==> config.mk <==
export PLATFORM = sky130hd
export DESIGN_NAME = pulse_width_meter_flat
export DESIGN_NICKNAME = d
export VERILOG_FILES = /design/src/rtl/pulse_width_meter_if.sv /design/src/rtl/pulse_width_meter.sv /design/src/flat_wrapper.sv
export SDC_FILE = /design/constraint.sdc
export NUM_CORES = 1
export LEC_CHECK = 0
export ABC_AREA = 0
export CAP_MARGIN = 5
export CORE_MARGIN = 1
export CORE_UTILIZATION = 45
export DETAILED_ROUTE_END_ITERATION = 6
export GPL_TIMING_DRIVEN = 0
export HOLD_SLACK_MARGIN = 0.08
export PLACE_DENSITY = 0.73
export SLEW_MARGIN = 10
export SYNTH_ARGS = -nofsm -noshare
export SYNTH_HDL_FRONTEND = slang
export SYNTH_SLANG_ARGS = --single-unit
==> constraint.sdc <==
create_clock -name i_clk -period 5.3 [get_ports i_clk]
set_input_delay 1.06 -clock i_clk [delete_from_list [all_inputs] [get_ports i_clk]]
set_output_delay 1.06 -clock i_clk [all_outputs]
set_load 0.05 [all_outputs]
==> src/rtl/pulse_width_meter_if.sv <==
// Line-timer bus: groups the edge/tick inputs and the capture/strobe outputs
// of pulse_width_meter so the block plugs into the receive pipeline as one port.
// Latency: n/a (wiring only). Backpressure: none, all strobes are fire-and-forget.
//
// Ports (signals):
//   i_count_enable, i_rising, i_falling, i_clear   -> driven by the master side
//   o_count, o_saturated, o_high_width, o_high_valid, o_low_width, o_low_valid,
//   o_break, o_frame_start, o_error, o_state        -> driven by the slave (meter)
interface pulse_width_meter_if #(
  parameter int WIDTH = 10
);
  logic             i_count_enable;
  logic             i_rising;
  logic             i_falling;
  logic             i_clear;
  logic [WIDTH-1:0] o_count;
  logic             o_saturated;
  logic [WIDTH-1:0] o_high_width;
  logic             o_high_valid;
  logic [WIDTH-1:0] o_low_width;
  logic             o_low_valid;
  logic             o_break;
  logic             o_frame_start;
  logic             o_error;
  logic [1:0]       o_state;

  // Upstream side: edge detector / tick generator / control.
  modport master (
    output i_count_enable, i_rising, i_falling, i_clear,
    input  o_count, o_saturated, o_high_width, o_high_valid, o_low_width,
    input  o_low_valid, o_break, o_frame_start, o_error, o_state
  );

  // The meter itself.
  modport slave (
    input  i_count_enable, i_rising, i_falling, i_clear,
    output o_count, o_saturated, o_high_width, o_high_valid, o_low_width,
    output o_low_valid, o_break, o_frame_start, o_error, o_state
  );
endinterface

==> src/rtl/pulse_width_meter.sv <==
// WS2812 line timer: counts ticks between edges, captures high/low times, flags breaks.
// Latency: captures and strobes appear one cycle after the edge cycle; o_saturated is combinational.
// Backpressure: none; each strobe is high for exactly one cycle and must be consumed then.
//
// Ports:
//   i_clk      clock
//   i_reset_n  asynchronous active-low reset (clears every register, state IDLE)
//   bus        pulse_width_meter_if.slave: tick/edge/clear in, count/captures/strobes/state out
module pulse_width_meter #(
  parameter int WIDTH       = 10,
  parameter int RESET_TICKS = 400
) (
  input  logic                 i_clk,
  input  logic                 i_reset_n,
  pulse_width_meter_if.slave   bus
);

  typedef enum logic [1:0] {
    ST_IDLE  = 2'd0,
    ST_HIGH  = 2'd1,
    ST_LOW   = 2'd2,
    ST_BREAK = 2'd3
  } state_t;

  localparam logic [WIDTH-1:0] CNT_MAX   = '1;
  localparam logic [WIDTH-1:0] BREAK_CNT = WIDTH'(RESET_TICKS);

  state_t           r_state;
  logic [WIDTH-1:0] r_count;
  logic [WIDTH-1:0] r_high_width;
  logic [WIDTH-1:0] r_low_width;
  logic             r_high_valid;
  logic             r_low_valid;
  logic             r_break;
  logic             r_frame_start;
  logic             r_error;

  state_t           w_state_next;
  logic [WIDTH-1:0] w_count_next;
  logic [WIDTH-1:0] w_high_width_next;
  logic [WIDTH-1:0] w_low_width_next;
  logic             w_high_valid_next;
  logic             w_low_valid_next;
  logic             w_break_next;
  logic             w_frame_start_next;
  logic             w_error_next;

  always_ff @(posedge i_clk or negedge i_reset_n) begin
    if (!i_reset_n) begin
      r_state       <= ST_IDLE;
      r_count       <= '0;
      r_high_width  <= '0;
      r_low_width   <= '0;
      r_high_valid  <= 1'b0;
      r_low_valid   <= 1'b0;
      r_break       <= 1'b0;
      r_frame_start <= 1'b0;
      r_error       <= 1'b0;
    end else begin
      r_state       <= w_state_next;
      r_count       <= w_count_next;
      r_high_width  <= w_high_width_next;
      r_low_width   <= w_low_width_next;
      r_high_valid  <= w_high_valid_next;
      r_low_valid   <= w_low_valid_next;
      r_break       <= w_break_next;
      r_frame_start <= w_frame_start_next;
      r_error       <= w_error_next;
    end
  end

  // Priority: clear, then both edges, then a single edge, then plain counting.
  // Captures take r_count as it stood before the edge cycle; an edge always
  // restarts the counter at 0 regardless of the tick strobe.
  always_comb begin
    w_state_next       = r_state;
    w_count_next       = r_count;
    w_high_width_next  = r_high_width;
    w_low_width_next   = r_low_width;
    w_high_valid_next  = 1'b0;
    w_low_valid_next   = 1'b0;
    w_break_next       = 1'b0;
    w_frame_start_next = 1'b0;
    w_error_next       = 1'b0;

    if (bus.i_clear) begin
      w_state_next = ST_IDLE;
      w_count_next = '0;
    end else if (bus.i_rising && bus.i_falling) begin
      w_state_next = ST_IDLE;
      w_count_next = '0;
      w_error_next = 1'b1;
    end else if (bus.i_rising || bus.i_falling) begin
      w_count_next = '0;
      unique case (r_state)
        ST_IDLE: begin
          w_state_next = bus.i_rising ? ST_HIGH : ST_LOW;
        end
        ST_HIGH: begin
          if (bus.i_falling) begin
            w_high_width_next = r_count;
            w_high_valid_next = 1'b1;
            w_state_next      = ST_LOW;
          end else begin
            w_error_next = 1'b1;
          end
        end
        ST_LOW: begin
          if (bus.i_rising) begin
            w_low_width_next = r_count;
            w_low_valid_next = 1'b1;
            w_state_next     = ST_HIGH;
          end else begin
            w_error_next = 1'b1;
          end
        end
        ST_BREAK: begin
          // The break is not a bit low-time, so it is never captured.
          if (bus.i_rising) begin
            w_frame_start_next = 1'b1;
            w_state_next       = ST_HIGH;
          end else begin
            w_error_next = 1'b1;
          end
        end
        default: w_state_next = ST_IDLE;
      endcase
    end else begin
      if (bus.i_count_enable && (r_count != CNT_MAX)) begin
        w_count_next = r_count + 1'b1;
      end
      // Enter BREAK on the same edge the counter lands on the threshold, so
      // o_break and o_count == RESET_TICKS are visible together.
      if ((r_state == ST_LOW) && (w_count_next == BREAK_CNT)) begin
        w_state_next = ST_BREAK;
        w_break_next = 1'b1;
      end
    end
  end

  assign bus.o_count       = r_count;
  assign bus.o_saturated   = (r_count == CNT_MAX);
  assign bus.o_high_width  = r_high_width;
  assign bus.o_high_valid  = r_high_valid;
  assign bus.o_low_width   = r_low_width;
  assign bus.o_low_valid   = r_low_valid;
  assign bus.o_break       = r_break;
  assign bus.o_frame_start = r_frame_start;
  assign bus.o_error       = r_error;
  assign bus.o_state       = r_state;

endmodule

==> src/flat_wrapper.sv <==
// flat-port wrapper written by rule: the top's interface ports become plain ports
module pulse_width_meter_flat 
#(
  parameter int WIDTH       = 10,
  parameter int RESET_TICKS = 400
)
  (i_clk, i_reset_n, bus_i_count_enable, bus_i_rising, bus_i_falling, bus_i_clear, bus_o_count, bus_o_saturated, bus_o_high_width, bus_o_high_valid, bus_o_low_width, bus_o_low_valid, bus_o_break, bus_o_frame_start, bus_o_error, bus_o_state);
  pulse_width_meter_if #(.WIDTH(WIDTH)) bus_i ();
  input  logic i_clk;
  input  logic i_reset_n;
  input wire logic [$bits(bus_i.i_count_enable)-1:0] bus_i_count_enable;
  input wire logic [$bits(bus_i.i_rising)-1:0] bus_i_rising;
  input wire logic [$bits(bus_i.i_falling)-1:0] bus_i_falling;
  input wire logic [$bits(bus_i.i_clear)-1:0] bus_i_clear;
  output wire logic [$bits(bus_i.o_count)-1:0] bus_o_count;
  output wire logic [$bits(bus_i.o_saturated)-1:0] bus_o_saturated;
  output wire logic [$bits(bus_i.o_high_width)-1:0] bus_o_high_width;
  output wire logic [$bits(bus_i.o_high_valid)-1:0] bus_o_high_valid;
  output wire logic [$bits(bus_i.o_low_width)-1:0] bus_o_low_width;
  output wire logic [$bits(bus_i.o_low_valid)-1:0] bus_o_low_valid;
  output wire logic [$bits(bus_i.o_break)-1:0] bus_o_break;
  output wire logic [$bits(bus_i.o_frame_start)-1:0] bus_o_frame_start;
  output wire logic [$bits(bus_i.o_error)-1:0] bus_o_error;
  output wire logic [$bits(bus_i.o_state)-1:0] bus_o_state;
  assign bus_i.i_count_enable = bus_i_count_enable;
  assign bus_i.i_rising = bus_i_rising;
  assign bus_i.i_falling = bus_i_falling;
  assign bus_i.i_clear = bus_i_clear;
  assign bus_o_count = bus_i.o_count;
  assign bus_o_saturated = bus_i.o_saturated;
  assign bus_o_high_width = bus_i.o_high_width;
  assign bus_o_high_valid = bus_i.o_high_valid;
  assign bus_o_low_width = bus_i.o_low_width;
  assign bus_o_low_valid = bus_i.o_low_valid;
  assign bus_o_break = bus_i.o_break;
  assign bus_o_frame_start = bus_i.o_frame_start;
  assign bus_o_error = bus_i.o_error;
  assign bus_o_state = bus_i.o_state;
  pulse_width_meter #(.WIDTH(WIDTH), .RESET_TICKS(RESET_TICKS)) u_core (.i_clk(i_clk), .i_reset_n(i_reset_n), .bus(bus_i));
endmodule
Word-level counts from Yosys, hierarchy flattened
Cells that the tools add are included.
- add/sub/neg operators: 1
- equality and inequality tests: 8
- muxes and demuxes: 39
- bitwise gates (word level): 2
- reduce and logical (&&, ||, !) cells: 10
- operators by type and width (kind ; number):
    $mux 10 ; 7
    $mux 1 ; 23
    $mux 2 ; 7
    $add 10x1->10 const B ; 1
    $eq 10x10->1 const B ; 1
    $eq 10x9->1 const B ; 1
    $ne 10x10->1 const B ; 1
    $ne 5x4->1 const B ; 2
    $reduce_and 5->1 ; 2
    $pmux 2 s3 ; 1
    $eq 2x2->1 const B ; 2
    $reduce_bool 4->1 ; 1
    $logic_and 1x1->1 ; 3
    $reduce_and 3->1 ; 1
    $eq 2x1->1 const B ; 1
    $logic_not 2->1 ; 1
    $not 1->1 ; 2
    $pmux 1 s2 ; 1
    $reduce_or 2->1 ; 1
    $logic_or 1x1->1 ; 1
- register bits after elaboration: 37
- bits of input ports: 6
- output and inout port bits: 38

Depth between registers and ports, before layout
- word-level depth: 12
- gate-level depth with buffers: 8

Least setup slack after synthesis
Ideal clock, no wire load.
- kind: reg-to-output
- start point: register u_core.r_count[1] (netlist: u_core.bus.o_count[1])
- end point: output bus_o_saturated
- arrival time: 2309 ps
- data required time: 4240 ps
- slack: 1931 ps
- cell stages (with the launch flop): 5
- path buffers: 1
- path through: dfrtp_1 ha_1 buf_2 nand3_1 nor3_1
- cells in the longest elaborated chain, start to end: 1
- ends and longest elaborated chain (element ; RTL line ; RTL):
    start: declaration ; pulse_width_meter.sv:29 ; logic [WIDTH-1:0] r_count;
    start signal: assignment ; pulse_width_meter.sv:61 ; r_count <= w_count_next;
    $eq 10x10->1 ; pulse_width_meter.sv:142 ; assign bus.o_saturated = (r_count == CNT_MAX);
    end: declaration ; flat_wrapper.sv:16 ; output wire logic [$bits(bus_i.o_saturated)-1:0] bus_o_saturated;
Every way passes these cells.

Worst setup path after layout
Ends and elaborated chain as after synthesis.

==> flow_summary.ini <==
[run_status]
status = complete, no violations

[die]
die_width_um = 67.4
io_pins = 44
dieArea_um2 = 4540
initial_core_util = 0.474
rows = 23
die_y_um = 67.4
core_area_um2 = 4060

[cts]
clock_latency_ns = 0.29
cts_tree = yes
clockRootBuffer = clkbuf_8
cts_hold_buf = 0
cts.repair.resized = 0
cts_buffer_depth = 2
path_clk_slew_ns = 0.07
cts_max_level = 2
cts_made_buffers = 5
cts_sinks = 37
postCtsSetupBuffers = 0

[min_path]
worstHoldStart = u_core.bus.o_low_width[8]
worstHoldPathCells = 1
hold_end = u_core.bus.o_low_width[8]
hold_class = flop to flop

[worst_setup_path]
required_ns = 4.24
ff2ff_setup_slack_ns = 3.08
crit_family = buffers and inverters
path_cells = ha_1, buf_2, nand3_1, nor3_1, clkdlybuf4s50_1
endpoint_kind = output pin
crit_cells = 5
startpoint_type = flop
path_class = flop to output pin
reg2reg_depth = 8
slowest_stage = clkdlybuf4s50_1
path_buf_inv = 2
critical-path-max-stage-delay_ns = 0.84
reg2reg_to = u_core.bus.o_state[1]
critPathMaxFanout = 9
worstPathArrival_ns = 2.31
r2r_start = u_core.bus.o_count[1]

[synth]
syn_area_um2 = 1920
synth_edf_count = 0
synth-adder-area-share = 0.0325
synthFlopType = dfrtp_1
syn_inst = 175
synth_cell_types = 45
synth_top_area_frac = 0.481
yosysMostFrequentCell = dfrtp_1
synth_seq_cells = 37
syn-num-nets = 186
synth_compound_area_frac = 0.0995
synthXorXnorAreaFrac = 0.0273
async_flop_share = 1.00
synthMuxAreaShare = 0.122
synthSimpleGateAreaFrac = 0.195
synth_commonest_cells = dfrtp_1, mux2_2, nor2_1, nand2_1, nor3_1
avgSynthCellArea_um2 = 11.0
synth_top_family_by_area = simple AND/OR/NAND/NOR gates
synth_area_leaders = dfrtp_1, mux2_2, nor2_1, ha_1, nor3_1
yosysSeqAreaShare = 0.481
synth_top_area_cell = dfrtp_1
yosysWarnings = 0

[timing]
fmax_mhz = 296
setup-tns-final_ns = 0
setup_viol = 0
skew_ns = 0.00422
fin_crit_sh = 0.637
rsz0062_at_grt = false
hold_violations = 0
tightest_slew_ns = 0.508
finalCriticalPeriod_ns = 3.37
finalMaxSlewViolations = 0
maxSlewHeadroom = 0.660

[routing]
drt_iter0_drc = 78
firstDrtPassIters = 4
wl_per_cell_um = 14.5
avgViaCountPerCell = 5.38
postRouteAntennaNets = 0
drt_wl_total_um = 4010
dr_total_vias = 1484
drc = 0

[flow_run]
cap_violations = 0

[power_and_ir_drop]
peakVddDrop_uv = 159
p_per_area_nw_per_um2 = 226
p_leak_uw = 0.00113
seq_power_share = 0.509
power_uw = 571
cellInternalPower_uw = 420
p_switching_uw = 151
sw_frac_of_total = 0.264
clockPowerShare = 0.362
p_comb_frac = 0.129

[placed_design]
hpwl_um = 2970
port_buffers = 42
routabilityCongestion = 0.909

[layout]
fill_cells = 324
antenna_cells = 0
seq_area_um2 = 926
multi_input_area_um2 = 917
syn_to_final_growth_pct = 31.3
drive_gt1_frac = 0.221
num-nets-final = 236
final_core_util = 0.623

[global_routing]
gr-total-overflow = 0
grt_pass1_wl_um = 6610
grt_max_degree = 23
grt_pass1_vias = 1291
grt.total_usage = 0.202
antenna_found_initial = 0
[placed cells by master (no fill, tap or decap), types with 2 or more instances in the layout]
cell | Yosys | final
clkbuf_2 | 2 | 2
xor2_1 | 4 | 4
ha_1 | 5 | 5
a21oi_1 | 5 | 5
and4_1 | 4 | 4
nand4_1 | 3 | 3
dfrtp_1 | 37 | 37
mux2_2 | 20 | 20
clkbuf_1 | 3 | 3
and3_1 | 2 | 2
xnor2_1 | 2 | 2
clkdlybuf4s50_1 | 0 | 41
nand3b_1 | 2 | 2
o21ai_0 | 4 | 4
nand3_1 | 7 | 7
o211ai_1 | 2 | 2
nor3_1 | 8 | 8
nor2_1 | 19 | 19
and2_1 | 2 | 2
nand2_1 | 9 | 9
clkbuf_8 | 0 | 6
inv_1 | 5 | 5
buf_2 | 6 | 7
[routing by layer]
| metal | share of wire | global-route usage |
|---|---|---|
| met5 | 0 | 0 |
| met2 | 0.47 | 0.289 |
| met3 | 0.037 | 0.0507 |
| met1 | 0.48 | 0.299 |
| met4 | 0.012 | 0.0559 |
[kinds of logic after synthesis]
logic type / count (synthesis)
compound gates: 23
xor+xnor: 6
fa+ha+maj: 5
buf+inv: 17
flops: 37
mux: 21
simple gates: 66
[worst max path at each step]
stage,endpoint,start
2_1_floorplan,bus_o_saturated,u_core.bus.o_count[1]
3_3_place_gp,u_core.bus.o_high_width[2],bus_i_rising
3_5_place_dp,u_core.bus.o_high_width[1],bus_i_rising
4_1_cts,bus_o_saturated,u_core.bus.o_count[1]
5_1_grt,bus_o_saturated,u_core.bus.o_count[1]
6_report,bus_o_saturated,u_core.bus.o_count[1]
[worst reg2reg max path: stages, from the launching register on]
cell and delay (ns):
dfrtp_1 0.44, ha_1 0.17, buf_2 0.18, nand3_1 0.21, o31ai_4 0.29, mux2i_1 0.37, and3_4 0.26, a21boi_2 0.05
nand3b_1 0.15
[sequential cells by signal, indices dropped and copies added, names as in the netlist]
name                      count
u_core.bus.o_low_valid        1
u_core.bus.o_high_valid       1
u_core.bus.o_state            2
u_core.bus.o_break            1
u_core.bus.o_error            1
u_core.bus.o_high_width      10
u_core.bus.o_count           10
u_core.bus.o_frame_start      1
u_core.bus.o_low_width       10
[layout make-up]
| class | count | area share |
|---|---|---|
| clock buffer | 6 | 0.0327 |
| timing repair buffer | 43 | 0.175 |
| sequential | 37 | 0.367 |
| clock inverter | 2 | 0.00545 |
| buffer | 12 | 0.0248 |
| inverter | 5 | 0.00743 |
| multi-input combinational | 121 | 0.363 |
| tap | 50 | 0.0248 |
[power by group through the flow]
stage / Combinational, µW / Clock, µW / Sequential [µW]
CTS: 74.5 / 213 / 291
detailed placement: 74.3 / 0 / 296
finish: 73.8 / 206 / 291
global placement: 71.4 / 0 / 296
floorplan: 30.2 / 0 / 312
global route: 80.2 / 227 / 291
[stage by stage]
stage / area (µm²) / setup slack (ns) / hold slack [ns] / instances
2_1_floorplan: 1920 / 1.93 / 0.764 / 175
3_3_place_gp: 2410 / 1.78 / 0.490 / 267
3_5_place_dp: 2430 / 1.75 / 0.495 / 268
4_1_cts: 2530 / 1.91 / 0.513 / 276
5_1_grt: 2530 / 1.80 / 0.529 / 276
6_report: 2530 / 1.93 / 0.511 / 276
(Power assumes the default switching activity.)
